File: src/rtl/dl_monitor_pkg.sv
// Shared types and sizing helpers for the dataflow deadlock monitor.
// Imported by the top level and the reachability step.
package dl_monitor_pkg;

  typedef enum logic [1:0] {
    IDLE,
    SETTLE,
    PROBE,
    REPORT
  } dl_state_e;

  localparam int DEFAULT_STABLE_CYCLES = 16;

  // Index width that never collapses to zero bits.
  function automatic int clog2_min1(input int value);
    return (value < 2) ? 1 : $clog2(value);
  endfunction

  // Settle counter width: $clog2(stable_cycles + 1).
  function automatic int cnt_width(input int stable_cycles);
    return clog2_min1(stable_cycles + 1);
  endfunction

endpackage

File: src/rtl/dl_reach_step.sv
// One hop of set reachability over an N x N adjacency matrix:
// next_set = cur_set | (union of row[k] for every k in cur_set).
module dl_reach_step #(
  parameter int N_PROC = 4
) (
  input  logic [N_PROC-1:0]        cur_set,
  input  logic [N_PROC*N_PROC-1:0] matrix,
  output logic [N_PROC-1:0]        next_set
);

  // NOTE: next_set gets its full default first, so no path leaves it unassigned (no latch).
  always_comb begin
    next_set = cur_set;
    for (int k = 0; k < N_PROC; k++) begin
      for (int j = 0; j < N_PROC; j++) begin
        if (cur_set[k] && matrix[k*N_PROC + j]) next_set[j] = 1'b1;
      end
    end
  end

endmodule

File: src/rtl/dataflow_deadlock_monitor.sv
// Wait-for graph deadlock monitor: waits for a stable graph, probes one origin
// at a time for a wait cycle, and latches a sticky report with the cycle members.
module dataflow_deadlock_monitor
  import dl_monitor_pkg::*;
#(
  parameter int N_PROC        = 4,
  parameter int STABLE_CYCLES = DEFAULT_STABLE_CYCLES,
  parameter int IDX_W         = clog2_min1(N_PROC)
) (
  input  logic                     clock,
  input  logic                     reset,
  input  logic                     enable,
  input  logic [N_PROC-1:0]        proc_blocked,
  input  logic [N_PROC*N_PROC-1:0] wait_for,
  input  logic                     clear,
  output logic                     dl_detect,
  output logic [IDX_W-1:0]         dl_origin,
  output logic [N_PROC-1:0]        dl_cycle_mask,
  output logic                     probe_busy
);

  localparam int NN    = N_PROC * N_PROC;
  localparam int CNT_W = cnt_width(STABLE_CYCLES);
  localparam logic [CNT_W-1:0] SETTLE_LAST = CNT_W'(STABLE_CYCLES - 1);
  localparam logic [IDX_W-1:0] LAST_IDX    = IDX_W'(N_PROC - 1);

  dl_state_e         state, state_next;
  logic [NN-1:0]     snapshot, snapshot_next, snapshot_t, live;
  logic [CNT_W-1:0]  settle_cnt, settle_cnt_next;
  logic [IDX_W-1:0]  probe_cnt, probe_cnt_next;
  logic [IDX_W-1:0]  rr_ptr, rr_ptr_next;
  logic [IDX_W-1:0]  origin, origin_next, pick_origin;
  logic [N_PROC-1:0] fwd_set, fwd_set_next, fwd_step;
  logic [N_PROC-1:0] bwd_set, bwd_set_next, bwd_step;
  logic [N_PROC-1:0] pick_row, pick_col;
  logic [N_PROC-1:0] rpt_mask, rpt_mask_next;
  logic              graph_changed;

  // An edge is live only when both ends are stalled; self edges count.
  always_comb begin
    live = '0;
    snapshot_t = '0;
    for (int i = 0; i < N_PROC; i++) begin
      for (int j = 0; j < N_PROC; j++) begin
        live[i*N_PROC + j]       = proc_blocked[i] & wait_for[i*N_PROC + j] & proc_blocked[j];
        snapshot_t[j*N_PROC + i] = snapshot[i*N_PROC + j];
      end
    end
  end

  assign graph_changed = (live != snapshot);

  // Lowest blocked index at or above rr_ptr, else lowest blocked overall.
  always_comb begin
    pick_origin = '0;
    for (int i = N_PROC - 1; i >= 0; i--) begin
      if (proc_blocked[i]) pick_origin = IDX_W'(i);
    end
    for (int i = N_PROC - 1; i >= 0; i--) begin
      if (proc_blocked[i] && (i >= int'(rr_ptr))) pick_origin = IDX_W'(i);
    end
  end

  always_comb begin
    pick_row = '0;
    pick_col = '0;
    for (int k = 0; k < N_PROC; k++) begin
      pick_row[k] = snapshot[int'(pick_origin)*N_PROC + k];
      pick_col[k] = snapshot[k*N_PROC + int'(pick_origin)];
    end
  end

  dl_reach_step #(.N_PROC(N_PROC)) u_fwd_step (
    .cur_set  (fwd_set),
    .matrix   (snapshot),
    .next_set (fwd_step)
  );

  dl_reach_step #(.N_PROC(N_PROC)) u_bwd_step (
    .cur_set  (bwd_set),
    .matrix   (snapshot_t),
    .next_set (bwd_step)
  );

  always_comb begin
    state_next      = state;
    snapshot_next   = snapshot;
    settle_cnt_next = settle_cnt;
    probe_cnt_next  = probe_cnt;
    rr_ptr_next     = rr_ptr;
    origin_next     = origin;
    fwd_set_next    = fwd_set;
    bwd_set_next    = bwd_set;
    rpt_mask_next   = rpt_mask;
    unique case (state)
      IDLE: begin
        if (enable && (|proc_blocked)) begin
          snapshot_next   = live;
          settle_cnt_next = '0;
          state_next      = SETTLE;
        end
      end
      SETTLE: begin
        if (!enable || !(|proc_blocked)) begin
          state_next = IDLE;
        end else if (graph_changed) begin
          snapshot_next   = live;
          settle_cnt_next = '0;
        end else if (settle_cnt == SETTLE_LAST) begin
          state_next     = PROBE;
          origin_next    = pick_origin;
          fwd_set_next   = pick_row;
          bwd_set_next   = pick_col;
          probe_cnt_next = '0;
        end else begin
          settle_cnt_next = settle_cnt + CNT_W'(1);
        end
      end
      PROBE: begin
        if (!enable) begin
          state_next = IDLE;
        end else if (graph_changed) begin
          // Abort: resettle on the new graph, same candidate next time.
          snapshot_next   = live;
          settle_cnt_next = '0;
          state_next      = SETTLE;
        end else begin
          fwd_set_next = fwd_step;
          bwd_set_next = bwd_step;
          if (probe_cnt == LAST_IDX) begin
            settle_cnt_next = '0;
            if (fwd_step[origin]) begin
              rpt_mask_next = fwd_step & bwd_step;
              state_next    = REPORT;
            end else begin
              rr_ptr_next = (origin == LAST_IDX) ? '0 : origin + IDX_W'(1);
              state_next  = SETTLE;
            end
          end else begin
            probe_cnt_next = probe_cnt + IDX_W'(1);
          end
        end
      end
      REPORT: begin
        if (clear) state_next = IDLE;
      end
      default: state_next = IDLE;
    endcase
  end

  // NOTE: state registers use non-blocking assignments so every flop samples pre-edge values.
  always_ff @(posedge clock or negedge reset) begin
    if (!reset) begin
      state         <= IDLE;
      snapshot      <= '0;
      settle_cnt    <= '0;
      probe_cnt     <= '0;
      rr_ptr        <= '0;
      origin        <= '0;
      fwd_set       <= '0;
      bwd_set       <= '0;
      rpt_mask      <= '0;
      dl_detect     <= 1'b0;
      dl_origin     <= '0;
      dl_cycle_mask <= '0;
      probe_busy    <= 1'b0;
    end else begin
      state      <= state_next;
      snapshot   <= snapshot_next;
      settle_cnt <= settle_cnt_next;
      probe_cnt  <= probe_cnt_next;
      rr_ptr     <= rr_ptr_next;
      origin     <= origin_next;
      fwd_set    <= fwd_set_next;
      bwd_set    <= bwd_set_next;
      rpt_mask   <= rpt_mask_next;
      probe_busy <= (state == PROBE);
      // Report outputs trail the state by one edge and are frozen outside REPORT.
      if (state == REPORT) begin
        if (clear) begin
          dl_detect     <= 1'b0;
          dl_origin     <= '0;
          dl_cycle_mask <= '0;
        end else begin
          dl_detect     <= 1'b1;
          dl_origin     <= origin;
          dl_cycle_mask <= rpt_mask;
        end
      end
    end
  end

endmodule
File: config.mk
export PLATFORM = sky130hd
export DESIGN_NAME = dataflow_deadlock_monitor
export DESIGN_NICKNAME = d
export VERILOG_FILES = /design/src/rtl/dl_monitor_pkg.sv /design/src/rtl/dl_reach_step.sv /design/src/rtl/dataflow_deadlock_monitor.sv
export SDC_FILE = /design/constraint.sdc
export NUM_CORES = 1
export LEC_CHECK = 0
export CAP_MARGIN = 20
export CORE_ASPECT_RATIO = 1.1
export CORE_MARGIN = 5
export CORE_UTILIZATION = 30
export CTS_CLUSTER_DIAMETER = 120
export DETAILED_ROUTE_END_ITERATION = 10
export GPL_TIMING_DRIVEN = 1
export PLACE_DENSITY_LB_ADDON = 0.2
export SYNTH_ARGS = -nofsm -noshare
export SYNTH_HDL_FRONTEND = slang
export SYNTH_HIERARCHICAL = 1
export SYNTH_SLANG_ARGS = --single-unit
File: constraint.sdc
create_clock -name clock -period 2.5 [get_ports clock]
set_clock_uncertainty 0.05 [all_clocks]
set_input_delay 0.5 -clock clock [delete_from_list [all_inputs] [get_ports clock]]
set_output_delay 0.5 -clock clock [all_outputs]
set_load 0.03 [all_outputs]
==> out/metrics.yaml, run 1 <==
grt_max_degree: 21
synth_top_family_by_area: "compound AO/OA/AOI/OAI gates"
path_clk_slew_ps: 70
path_class: "in -> reg"
cap_violations: 0
synth_top_area_cell: "dfrtp_1"
area_delta_synth_final_pct: 31.3
setup_tns_ps: 0
htree_levels: 2
synthTopCellsByArea: "dfrtp_1 (38%), mux2i_1 (7.8%), inv_1 (4.0%), ha_1 (3.9%), nand2_1 (3.6%)"
p_int_mw: 2.05
swShare_pct: 38.7
status: "completed"
dpl.hpwl_um: 6780
clk_latency_ps: 300
drive_gt1_share_pct: 20.2
clk_path_buf_depth: 2
synth_ff_type: "dfrtp_1"
antenna_found_initial: 0
ant_nets: 0
hold_viol_final: 0
overflow: 0
numPortBuffers: 31
min_period_ps: 2390
initialDrtViolationCount: 210
synth_edf_count: 0
avgRoutedWirePerCell_um: 15.9
die_w_um: 108
syn_inst: 337
p_sw_mw: 1.30
power_frac_seq_pct: 32.9
via_per_inst: 5.02
layout.cells.non_filler: 554
crit_start: "wait_for[2]"
leakage_nw: 2.03
crit_arrival_ps: 2530
core_um2: 10400
worst_pin_slew_ps: 474
num_rows: 39
synth.ff_latch_count: 49
hp-class: "in -> async"
cts_tree: "yes"
yosys.area_share.simple_pct: 16.0
drc_errors: 0
cts_root_buffer: "clkbuf_16"
place.gp.congestion: 0.850
fin_util_pct: 40.3
pin_count: 32
final_cell_area_um2: 4190
worstPathMaxFanout: 9
synthMuxAreaShare_pct: 12.8
timing.final.crit_share_pct: 95.5
cts_buffers: 5
vdd_drop_max_mv: 0.373
place_inst: 540
hold_buffers: 0
slew_violations: 0
clock_sinks: 49
dp_slack_ps: -686
synthAdderAreaFrac_pct: 3.92
clock_power_share_pct: 21.2
synth_area_um2: 3190
powerDensity_nw_per_um2: 798
max_freq_ghz: 0.419
dieHeight_um: 118
diodes: 0
grt_pass1_wl_um: 14700
yosysUniqueCellTypes: 58
start_util_pct: 30.7
setup_viol: 0
die_area_um2: 12800
first_global_vias: 2866
first_pass_iters: 4
synthXorXnorAreaFrac_pct: 2.47
yosys_warnings: 6
cp_data_required_time_ps: 2640
synth.avg_cell_area_um2: 9.47
netlist.area_leader.share_pct: 38.4
r2r_start: "snapshot[10]"
rr_worst_depth: 8
nets: 444
start_kind: "input port"
ys_seq_area_share_pct: 38.4
drt-total-wl_um: 8800
combPwrFrac_pct: 46.0
vias: 2783
synth_compound_area_share_pct: 20.0
postSynth.asyncResetShare_pct: 100
end_kind: "register"
setup_ws_ps: 112
grt_usage_pct: 14.2
syn_nets: 371
rsz0062_at_grt: "true"
dpl-instance-area_um2: 3930
slew_headroom_pct: 68.1
metal layers:
| layer | vias up | GRT usage (%) | wire length, µm |
|---|---|---|---|
| met5 | - | 0 | 0 |
| met4 | 0 | 2.13 | 61 |
| met3 | 7 | 3.00 | 358 |
| met2 | 77 | 24.6 | 4360 |
| met1 | 1329 | 18.5 | 4030 |
| li1 | 1370 | - | - |
layout make-up:
cell class / count / area (µm²)
multi-input cells: 240 / 1800
repair buffers: 80 / 709
fillers: 1061 / 6200
clock buffers: 5 / 125
flip-flops and latches: 49 / 1230
clock inverters: 3 / 25.0
well taps: 143 / 179
inverters: 34 / 128
final timing paths:
path	endpoint	slack, ps
max	snapshot[4]	110
max in group asynchronous	snapshot[0]	1710
max reg2reg	snapshot[4]	120
min in group clock	dl_detect	430
min reg2reg	dl_detect	430
min	dl_detect	80
synthesized netlist by cell type, types with 4 or more instances:
cell and number:
o221ai_1 5, clkbuf_1 4, a22o_1 7, a21oi_1 18, buf_2 6, inv_1 34
nand2_1 31, o22ai_1 6, and3_1 7, nand2b_1 5, nand3_1 11, mux2i_1 25
o21ai_0 10, mux2_1 4, o211ai_1 5, dfrtp_1 49, xnor2_1 7, nor2_1 16
mux2_2 8, a22oi_1 8, ha_1 10, and2_1 5, nand4_1 4
kinds of logic (layout without fill, tap and decap cells):
group / after synthesis / in the layout
and+or+nand+nor: 97 / 97
AOI/OAI and AO/OA: 86 / 86
DFF: 49 / 49
buffers and inverters: 48 / 122
muxes: 38 / 38
adders and majority gates: 10 / 10
xor gates and xnor gates: 9 / 9
power by group through the flow:
stage                     sequential, mW  combinational, mW  clock (mW)
after floorplan                     1.14              0.843           0
after global placement              1.11               1.41           0
after detailed placement            1.11               1.42           0
after CTS                           1.10               1.46       0.729
after global routing                1.12               1.67       0.763
final                               1.10               1.54       0.708
flip-flops by register name, summed over array words and instances, names as in the netlist:
register       cells
probe_busy         1
origin             2
state              2
rr_ptr             2
dl_origin          2
probe_cnt          2
bwd_set            4
dl_cycle_mask      4
rpt_mask           4
snapshot          16
dl_detect          1
fwd_set            4
settle_cnt         5
per-stage QoR:
stage,hold slack (ps),power (mW)
after global placement,412,2.52
final,83.4,3.34
after floorplan,154,1.99
after CTS,99.8,3.28
after detailed placement,418,2.52
after global routing,111,3.55
critical path: stages:
cell	delay, ps
clkdlybuf4s50_1	450
nand3_1	110
xnor2_1	200
nand4_1	190
nor4_4	410
buf_4	190
a21oi_4	60
buf_12	140
mux2_2	270
cell usage in the layout (no fill, tap or decap), drive strengths merged, types with 8 or more instances in the layout:
| cell | count |
|---|---|
| clkdlybuf4s50 | 20 |
| o21ai | 10 |
| nand3 | 11 |
| buf | 50 |
| ha | 10 |
| mux2 | 12 |
| dfrtp | 49 |
| mux2i | 25 |
| a21oi | 19 |
| nor2 | 16 |
| nand2 | 33 |
| a22oi | 8 |
| inv | 35 |
timing repair:
action                                  CTS  global route
setup buffers                             4             3
gates resized for setup                  11            15
pin swaps                                 7             7
endpoints found under the setup margin   39            36
Note: power is estimated with default switching activity, not from simulation.
==> inputs of run 2 (changes only) <==
--- a/config.mk
+++ b/config.mk
@@ -5,6 +5,7 @@
 export SDC_FILE = /design/constraint.sdc
 export NUM_CORES = 1
 export LEC_CHECK = 0
+export ABC_AREA = 1
 export CAP_MARGIN = 20
 export CORE_ASPECT_RATIO = 1.1
 export CORE_MARGIN = 5
==> out/metrics.yaml, run 2 <==
ant_nets: 0  # unchanged
crit_path_frequent_cell: "nand2_1"
grt_pass1_wl_um: 16300  # +11%
max_stage_delay_ps: 480  # +30 ps
synth.avg_cell_area_um2: 6.90  # -27%
drt-total-wl_um: 9470  # +7.6%
leakage_nw: 2.22  # +9.1%
via_per_inst: 4.59  # -8.7%
cts.repair.resized: 0  # -11
multi_input_area_um2: 1920  # +6.5%
pin_count: 32  # unchanged
seq_area_um2: 1230  # -0.10%
first_global_vias: 3307  # +15%
clock_sinks: 49  # unchanged
cts_buffers: 5  # unchanged
drc_errors: 0  # unchanged
largest_reg_flops: 16  # unchanged
synth_area_um2: 3510  # +10%
powerDensity_nw_per_um2: 808  # +1.3%
hp-class: "in -> async"
syn_inst: 509  # +51%
path_cells: "clkdlybuf4s50_1 > buf_4 > buf_4 > a21oi_1 > o21ai_0 > nand2_1 > buf_4 > nand2_1 > o21ai_0 > nand2_1 > nand3_1 > nand2_1 > nand2_1"
r2r-end: "bwd_set[0]"
first_pass_iters: 4  # unchanged
regMostFlops: "snapshot"
initialDrtViolationCount: 126  # -40%
start_kind: "input port"
netlist.area_leader.share_pct: 34.9  # -3.5 points
grt_usage_pct: 14.6  # +0.41 points
netlist_top_cells_count: "nand2_1 (200), dfrtp_1 (49), inv_1 (48), nor2_1 (42), nand3_1 (33)"
num_rows: 41  # +5.1%
crit_arrival_ps: 2360  # -170 ps
vias: 3334  # +20%
cp_data_required_time_ps: 2630  # about the same
antenna_found_initial: 0  # unchanged
htree_levels: 2  # unchanged
fin_util_pct: 38.2  # -2.2 points
cts_root_buffer: "clkbuf_16"
min_period_ps: 2230  # -160 ps
synth_top_area_cell: "dfrtp_1"
synth_ff_type: "dfrtp_1"
numPortBuffers: 31  # unchanged
place.gp.congestion: 0.857  # +0.89%
nets: 610  # +37%
overflow: 0  # unchanged
slew_violations: 0  # unchanged
synth.most_common_cell: "nand2_1"
syn_nets: 543  # +46%
area_delta_synth_final_pct: 24.7
hold_buffers: 0  # unchanged
yosysUniqueCellTypes: 32  # -45%
max_freq_ghz: 0.449  # +7.2%
reg_top3: "snapshot x16, settle_cnt x5"
avgRoutedWirePerCell_um: 13.0  # -18%
rr_worst_depth: 11  # +3
postSynth.asyncResetShare_pct: 100  # unchanged
timing.final.crit_share_pct: 89.2  # -6.4 points
path_class: "in -> reg"
die_area_um2: 14000  # +9.2%
finalPower_mw: 3.54  # +5.9%
ys_seq_area_share_pct: 34.9  # -3.5 points
slew_headroom_pct: 64.6  # -3.5 points
clk_latency_ps: 290  # about the same
clk_path_buf_depth: 2  # unchanged
r2r_start: "state[0]"
drive_gt1_share_pct: 15.9  # -4.3 points
grt_max_degree: 21  # unchanged
setup_viol: 0  # unchanged
vdd_drop_max_mv: 0.291  # -22%
slowest_stage: "clkdlybuf4s50_1"
die_w_um: 113  # +4.5%
n_fill_cell: 1283  # +21%
yosys_warnings: 6  # unchanged
post_cts_buffers: 0  # -4
diodes: 0  # unchanged
rsz0062_at_grt: "false"
start_util_pct: 30.6  # -0.14 points
end_kind: "register"
worstPathMaxFanout: 14  # +5
cts_tree: "yes"
dpl.hpwl_um: 7680  # +13%
worst_pin_slew_ps: 530  # +55.7 ps
dieHeight_um: 124  # +4.5%
synthTopCellsByArea: "dfrtp_1 (35%), nand2_1 (21%), inv_1 (5.1%), nand3_1 (4.7%), nor2_1 (4.5%)"
cap_violations: 0  # unchanged
regToRegSetupSlack_ps: 540  # +420 ps
path_clk_slew_ps: 60  # about the same
hold_viol_final: 0  # unchanged
status: "completed"
final_common_cell: "nand2_1"
synth_edf_count: 0  # unchanged
core_um2: 11500  # +11%
layout_common_cells: "nand2_1 (200), dfrtp_1 (49), inv_1 (48)"
synth.ff_latch_count: 49  # unchanged
## run 2: cell types whose count changed after synthesis, moves of 13 or more
cell / change
mux2i_1: -25
o21ai_2: +14
o21ai_0: +16
nand2_1: +169
nand3_1: +22
nand4_1: +13
inv_1: +14
nor2_1: +26
## run 2: stage by stage
stage / cells / area, µm² / hold WS [ps] / setup TNS, ps / setup WS (ps)
global route: 727 / 4380 / 104 / 0 / 52.8
global placement: 719 / 4240 / 399 / -2180 / -117
detailed placement: 719 / 4240 / 397 / -2500 / -122
CTS: 727 / 4370 / 83.2 / 0 / 184
finish: 727 / 4380 / 74.9 / 0 / 271
floorplan: 509 / 3510 / 154 / 0 / 577
## run 2: cell families (layout without fill, tap and decap cells)
group | count (synthesis) | count (layout) | synth area share, %
AOI/OAI and AO/OA | 63 | 63 | 11.1
xor gates and xnor gates | 1 | 1 | 0.249
adders and majority gates | 10 | 10 | 3.56
buffers and inverters | 70 | 138 | 11.0
DFF | 49 | 49 | 34.9
and+or+nand+nor | 316 | 316 | 39.2
## run 2: power by group
part | switching [mW] | total, mW | internal [mW]
sequential | 0.210 | 1.15 | 0.940
combinational | 1.02 | 1.73 | 0.710
clock | 0.292 | 0.665 | 0.373
total | 1.52 | 3.54 | 2.02
## run 2: final cells by class
class / count / share of cell area [%]
repair buffers: 78 / 16.4
inverters: 52 / 4.51
clock buffers: 8 / 3.11
flip-flops and latches: 49 / 28.0
well taps: 150 / 4.28
multi-input cells: 390 / 43.7
## run 2: worst max path at each step
stage                                from          end  slack, ps  cells after the start
final                     proc_blocked[3]   bwd_set[0]        270                     13
after global routing      proc_blocked[2]  snapshot[6]         50                     15
after CTS                 proc_blocked[1]  rpt_mask[0]        180                     14
after detailed placement  proc_blocked[1]  rpt_mask[0]       -120                     14
after global placement    proc_blocked[1]  rpt_mask[3]       -120                     14
after floorplan           proc_blocked[2]  snapshot[7]        580                     13
## run 2: layer usage
metal | global-route usage, % | up-vias | wire length (µm)
met3 | 2.84 | 10 | 420
met5 | 0 | - | 0
li1 | - | 1755 | -
met4 | 4.28 | 0 | 156
met1 | 19.2 | 1498 | 4600
met2 | 24.6 | 71 | 4300
## run 2: critical path: cells and delay by family
family / cells / cell delay [ps]
and+or+nand+nor: 6 / 590
AOI/OAI and AO/OA: 3 / 270
buffers and inverters: 4 / 1010
